**config.mk**
```make
export PLATFORM = sky130hd
export DESIGN_NAME = sysid_reader
export DESIGN_NICKNAME = d
export VERILOG_FILES = /design/src/rtl/sysid_reader.sv
export SDC_FILE = /design/constraint.sdc
export NUM_CORES = 1
export LEC_CHECK = 0
export CAP_MARGIN = 20
export CORE_ASPECT_RATIO = 0.7
export CORE_MARGIN = 2
export CORE_UTILIZATION = 41
export CTS_CLUSTER_SIZE = 10
export DETAILED_ROUTE_END_ITERATION = 7
export PLACE_DENSITY_LB_ADDON = 0.2
export SYNTH_ARGS = -nofsm -noshare
export SYNTH_HDL_FRONTEND = slang
export SYNTH_SLANG_ARGS = --single-unit
export TNS_END_PERCENT = 10
```
**constraint.sdc**
```tcl
create_clock -name clk -period 1.8 [get_ports clk]
set_clock_uncertainty 0.15 [all_clocks]
set_input_delay 0.36 -clock clk [delete_from_list [all_inputs] [get_ports clk]]
set_output_delay 0.36 -clock clk [all_outputs]
set_load 0.02 [all_outputs]
```
**src/rtl/sysid_reader.sv**
```systemverilog
// sysid_reader: Avalon-MM read master that fetches the two-word system-ID slave
// (word 0 = system ID, word 1 = build timestamp) on a start pulse and compares each
// word against the identity this image was built to expect.
//
// Ports:
//   clk, reset_n        clock, asynchronous active-low reset
//   start               1-cycle pulse, begins a check sequence (ignored unless idle)
//   avm_address         byte address of the current read (BASE_ADDR / BASE_ADDR+4)
//   avm_read            read request, held while avm_waitrequest is high
//   avm_waitrequest     slave stall
//   avm_readdata        read data, qualified by avm_readdatavalid
//   avm_readdatavalid   read data qualifier
//   busy                sequence in progress
//   done                1-cycle pulse when the sequence ends (normally or by timeout)
//   id_ok / ts_ok       word read back and matched its expected value
//   timeout             a transaction ran TIMEOUT cycles without returning data
//   id_value / ts_value captured words
module sysid_reader #(
    parameter int unsigned       ADDR_W      = 32,
    parameter logic [ADDR_W-1:0] BASE_ADDR   = '0,
    parameter logic [31:0]       EXPECTED_ID = 32'd1804916800,
    parameter logic [31:0]       EXPECTED_TS = 32'd1329838582,
    parameter int unsigned       TIMEOUT     = 255
) (
    input  logic              clk,
    input  logic              reset_n,
    input  logic              start,
    output logic [ADDR_W-1:0] avm_address,
    output logic              avm_read,
    input  logic              avm_waitrequest,
    input  logic [31:0]       avm_readdata,
    input  logic              avm_readdatavalid,
    output logic              busy,
    output logic              done,
    output logic              id_ok,
    output logic              ts_ok,
    output logic              timeout,
    output logic [31:0]       id_value,
    output logic [31:0]       ts_value
);

    localparam int unsigned TIMER_W = $clog2(TIMEOUT + 1);
    // Last timer value of a transaction; expiring here means TIMEOUT cycles were spent.
    localparam logic [TIMER_W-1:0] TIMER_LAST = TIMER_W'(TIMEOUT - 1);

    typedef enum logic [2:0] {
        StIdle,
        StReqId,
        StDatId,
        StReqTs,
        StDatTs,
        StFin
    } state_e;

    state_e state_q, state_d;

    logic              read_q, read_d;
    logic [ADDR_W-1:0] addr_q, addr_d;
    logic              busy_q, busy_d;
    logic              done_q, done_d;
    logic              id_ok_q, id_ok_d;
    logic              ts_ok_q, ts_ok_d;
    logic              timeout_q, timeout_d;
    logic [31:0]       id_value_q, id_value_d;
    logic [31:0]       ts_value_q, ts_value_d;
    logic [TIMER_W-1:0] timer_q, timer_d;

    logic in_req;
    logic in_xfer;
    logic accept;
    logic got_id;
    logic got_ts;
    logic expire;

    always_comb begin
        in_req  = (state_q == StReqId) || (state_q == StReqTs);
        in_xfer = in_req || (state_q == StDatId) || (state_q == StDatTs);
        accept  = in_req && !avm_waitrequest;
        // Zero-latency slaves return data in the accept cycle itself.
        got_id  = avm_readdatavalid &&
                  ((state_q == StDatId) || ((state_q == StReqId) && accept));
        got_ts  = avm_readdatavalid &&
                  ((state_q == StDatTs) || ((state_q == StReqTs) && accept));
        // Data arriving on the last allowed cycle still counts.
        expire  = in_xfer && (timer_q == TIMER_LAST) && !(got_id || got_ts);
    end

    // State register
    always_ff @(posedge clk or negedge reset_n) begin
        if (!reset_n) begin
            state_q    <= StIdle;
            read_q     <= 1'b0;
            addr_q     <= BASE_ADDR;
            busy_q     <= 1'b0;
            done_q     <= 1'b0;
            id_ok_q    <= 1'b0;
            ts_ok_q    <= 1'b0;
            timeout_q  <= 1'b0;
            id_value_q <= '0;
            ts_value_q <= '0;
            timer_q    <= '0;
        end else begin
            state_q    <= state_d;
            read_q     <= read_d;
            addr_q     <= addr_d;
            busy_q     <= busy_d;
            done_q     <= done_d;
            id_ok_q    <= id_ok_d;
            ts_ok_q    <= ts_ok_d;
            timeout_q  <= timeout_d;
            id_value_q <= id_value_d;
            ts_value_q <= ts_value_d;
            timer_q    <= timer_d;
        end
    end

    // Next-state logic
    always_comb begin
        state_d = state_q;
        unique case (state_q)
            StIdle: begin
                if (start) state_d = StReqId;
            end
            StReqId: begin
                if (expire)      state_d = StFin;
                else if (got_id) state_d = StReqTs;
                else if (accept) state_d = StDatId;
            end
            StDatId: begin
                if (expire)      state_d = StFin;
                else if (got_id) state_d = StReqTs;
            end
            StReqTs: begin
                if (expire || got_ts) state_d = StFin;
                else if (accept)      state_d = StDatTs;
            end
            StDatTs: begin
                if (expire || got_ts) state_d = StFin;
            end
            StFin: begin
                state_d = StIdle;
            end
            default: begin
                state_d = StIdle;
            end
        endcase
    end

    // Output / datapath next-values (all outputs are registered)
    always_comb begin
        read_d     = read_q;
        addr_d     = addr_q;
        busy_d     = busy_q;
        done_d     = 1'b0;
        id_ok_d    = id_ok_q;
        ts_ok_d    = ts_ok_q;
        timeout_d  = timeout_q;
        id_value_d = id_value_q;
        ts_value_d = ts_value_q;
        timer_d    = in_xfer ? timer_q + 1'b1 : timer_q;

        if (accept) begin
            read_d = 1'b0;
        end

        if ((state_q == StIdle) && start) begin
            read_d     = 1'b1;
            addr_d     = BASE_ADDR;
            busy_d     = 1'b1;
            id_ok_d    = 1'b0;
            ts_ok_d    = 1'b0;
            timeout_d  = 1'b0;
            id_value_d = '0;
            ts_value_d = '0;
            timer_d    = '0;
        end

        if (got_id) begin
            id_value_d = avm_readdata;
            id_ok_d    = (avm_readdata == EXPECTED_ID);
            // Issue the timestamp read straight away.
            read_d     = 1'b1;
            addr_d     = BASE_ADDR + ADDR_W'(4);
            timer_d    = '0;
        end

        if (got_ts) begin
            ts_value_d = avm_readdata;
            ts_ok_d    = (avm_readdata == EXPECTED_TS);
        end

        // Abandon the bus read; the slave's late response falls on an ignoring state.
        if (expire) begin
            timeout_d = 1'b1;
            read_d    = 1'b0;
        end

        if ((state_d == StFin) && (state_q != StFin)) begin
            done_d = 1'b1;
            busy_d = 1'b0;
        end
    end

    assign avm_address = addr_q;
    assign avm_read    = read_q;
    assign busy        = busy_q;
    assign done        = done_q;
    assign id_ok       = id_ok_q;
    assign ts_ok       = ts_ok_q;
    assign timeout     = timeout_q;
    assign id_value    = id_value_q;
    assign ts_value    = ts_value_q;

endmodule

```
==> key figures <==
Run status
  • Outcome: complete, no violations

Drt
  • Remaining antenna violation count: 0
  • Vias per std cell: 5.06
  • DR iter-0 viols: 201
  • Final wirelength: 11.3 mm
  • First drt pass iteration count: 4
  • Wire per inst: 16.2 um
  • Routed vias: 3536
  • Residual DRC count: 0

Setup path
  • Worst setup path endpoint: timer_q[3]
  • CP Max Fanout: 8
  • Crit path buffers/inverters: 2
  • Crit path depth: 6
  • Delay-heaviest family, CP: flip-flops
  • Crit path largest cell delay: 0.47 ns
  • CP Capture Type: flop
  • Crit-path cells: buf_4 > o21ai_4 > nand3_4 > buf_4 > or3_1 > a21oi_1
  • Critical R2R Launch: state_q[1]
  • CP required: 1.91 ns
  • Startpoint Class: flop
  • Reg2reg setup slack: 0.008 ns
  • Most used cell, CP: buf_4
  • Worst Setup SP: state_q[1]
  • Crit path kind: reg2reg
  • Slowest cell on crit path: dfrtp_2
  • CP arrival: 1.91 ns
  • Critical register-to-register path endpoint: timer_q[3]
  • Worst Reg-to-Reg Cells: 6

Clock network
  • H-tree Lvls: 3
  • Clk buf depth: 2
  • Worst-Skew Late Latency: 0.34 ns
  • Clock net sink count: 82
  • CTS tree: yes
  • Clock Pin Slew Worst Setup and Hold Paths: 0.06 ns
  • CTS Buf Count: 9
  • Clk root buf: clkbuf_16

Timing
  • Setup TNS Final: 0 ns
  • Hold Slack: 0.137 ns
  • Final slew viol count: 0
  • Post-layout min period: 1.79 ns
  • F_max: 0.558 GHz
  • Final period util: 0.996
  • Fin. Hold Viols: 0
  • Endpoints failing setup: 0
  • Unrepaired setup endpoints after global routing: true
  • Setup slack after layout: 0.00756 ns

Global route
  • Vias in the first global route: 3568
  • First-pass GRT wire length: 18.2 mm
  • GRT Total Usage: 0.230
  • Largest net degree at the start of global routing: 34
  • Overflow after GRT: 0
  • Initial antenna violation count: 0

Synthesis
  • Syn Area/Cell: 9.13 um^2
  • Synth Cell Area: 3840 um^2
  • Ranking of synthesized cells by area: dfrtp_1 53%, nand2_1 13%, nand3_1 8.5%
  • Synth Register Bits: 82
  • Async SR Flop Fraction: 1.00
  • Register area share after synthesis: 0.534
  • Synth top area share: 0.534
  • Main synth FF type: dfrtp_1
  • Synthesized instance count: 421
  • Synth cell types: 46
  • Post-synth EDFFs: 0
  • Synth warn: 0
  • Cell accounting for the most synthesized area: dfrtp_1

Die
  • Die W: 120 um
  • Initial core utilization: 0.424
  • # IOs: 139
  • Row Count: 29
  • Chip Height: 85.0 um
  • Die area: 10200 um^2
  • Core ar.: 9070 um^2

Power and ir drop
  • Power per cell area: 1660 nW/um^2
  • Leakage: 3.30 nW
  • Logic pwr share: 0.461
  • Switching Fraction: 0.400
  • Flop pwr share: 0.324
  • Sw Pwr: 3.86 mW
  • VDD IR-drop max: 0.000738 V
  • Clock share of power: 0.215
  • Int Pwr: 5.79 mW

Placed design
  • Routability cong.: 0.837
  • Placement Setup Slack: -0.761 ns
  • DP HPWL: 7.94 mm
  • # port buffers: 107
  • Placed Cells: 683

Final layout
  • Nets: 612
  • Layout Cells excl Fill: 699
  • Layout area overhead: 50.8%
  • Fraction of layout cells with a size suffix above 1: 0.163
  • N_diodes: 0
  • Filler cell count: 778

Flow run
  • Max_cap viols: 0

Worst hold path
  • HP Class: in2reg
## cell usage after synthesis (3+ instances only)
| master | number |
|---|---|
| and2_1 | 3 |
| nor2_1 | 9 |
| nand2_1 | 133 |
| nand2b_1 | 4 |
| nand3_1 | 65 |
| nand4_1 | 8 |
| a21oi_1 | 3 |
| o21ai_0 | 3 |
| nor2b_1 | 4 |
| dfrtp_1 | 82 |
| clkbuf_1 | 6 |
| nor4bb_1 | 3 |
| buf_2 | 14 |
| nor3_1 | 3 |
| nor4b_1 | 3 |
| buf_4 | 33 |
| xor2_1 | 4 |
## area by class of cell
| type | instances | area (um^2) | area share |
|---|---|---|---|
| clock buffer | 10 | 239 | 0.0412 |
| timing repair buffer | 166 | 1590 | 0.273 |
| inverter | 2 | 7.51 | 0.00130 |
| sequential | 82 | 2050 | 0.354 |
| tap | 124 | 155 | 0.0268 |
| clock inverter | 3 | 90.1 | 0.0155 |
| multi-input combinational | 312 | 1670 | 0.287 |
## layout by cell type (no fill, tap or decap), drive strengths merged, types with 3 or more instances in the layout
cell,netlist,final
a21oi,3,3
and2,3,3
buf,49,59
bufinv,0,3
clkbuf,6,10
clkdlybuf4s50,0,17
conb,1,31
dfrtp,82,82
dlygate4sd2,0,69
dlymetal6s2s,0,20
nand2,133,133
nand2b,4,4
nand3,66,66
nand4,8,8
nor2,9,9
nor2b,4,4
nor3,4,4
nor4b,3,3
nor4bb,3,3
o21ai,7,7
xor2,4,4
## repair_timing
action                                  4_1_cts  5_1_grt
endpoints found under the setup margin      118       80
gates resized for setup                      78       34
pin swaps                                     3       16
hold endpoints to repair                     27        0
hold buffers                                  1        0
gates cloned                                  0        0
buffers inserted                              0        2
## sequential cells by signal (all words and copies together), names as in the netlist, 3 cells and up
signal,flops
state_q,3
timer_q,8
ts_value,32
id_value,32
## worst register-to-register path: cells and delay by family, from the launching register on
family	cells	cell delay, ns
simple gates	2	0.46
compound gates	2	0.29
flops	1	0.47
buf+inv	2	0.34
## worst min path at each step
stage,startpoint,end,depth (start not counted)
3_3_place_gp,reset_n,ts_value[28],1
2_1_floorplan,reset_n,avm_address[2],0
5_1_grt,avm_readdata[11],ts_value[11],3
3_5_place_dp,reset_n,ts_value[28],1
6_report,avm_readdata[11],id_value[11],3
4_1_cts,avm_readdata[21],id_value[21],3
## power groups by stage
stage | clock (mW) | combinational, mW | sequential (mW)
final | 2.07 | 4.45 | 3.13
after CTS | 2.09 | 4.40 | 3.12
after global routing | 2.18 | 4.84 | 3.24
after global placement | 0 | 4.71 | 3.12
after floorplan | 0 | 1.64 | 3.92
after detailed placement | 0 | 4.79 | 3.15
## layer usage
layer  wire [um]  track usage
met4         176       0.0695
met1        5240        0.316
met5           0            0
met3         915       0.0793
met2        5010        0.347
## stage by stage
step	total power [mW]	instance area [um^2]	utilization
finish	9.65	5800	0.639
global route	10.3	5800	0.639
global placement	7.83	5360	0.591
floorplan	5.56	3960	-
detailed placement	7.94	5360	0.591
CTS	9.61	5670	0.625
## kinds of logic (layout without fill, tap and decap cells)
family                     count (synthesis)  in the layout  share of synthesized area
xor gates and xnor gates                   5              5                     0.0114
DFF                                       82             82                      0.534
AOI/OAI and AO/OA                         23             23                     0.0446
buffers and inverters                     57            181                     0.0925
and+or+nand+nor                          251            251                      0.310
adders and majority gates                  2              2                    0.00651
other                                      1             31                   0.000976
No activity file was read; power rests on OpenSTA's default activity.
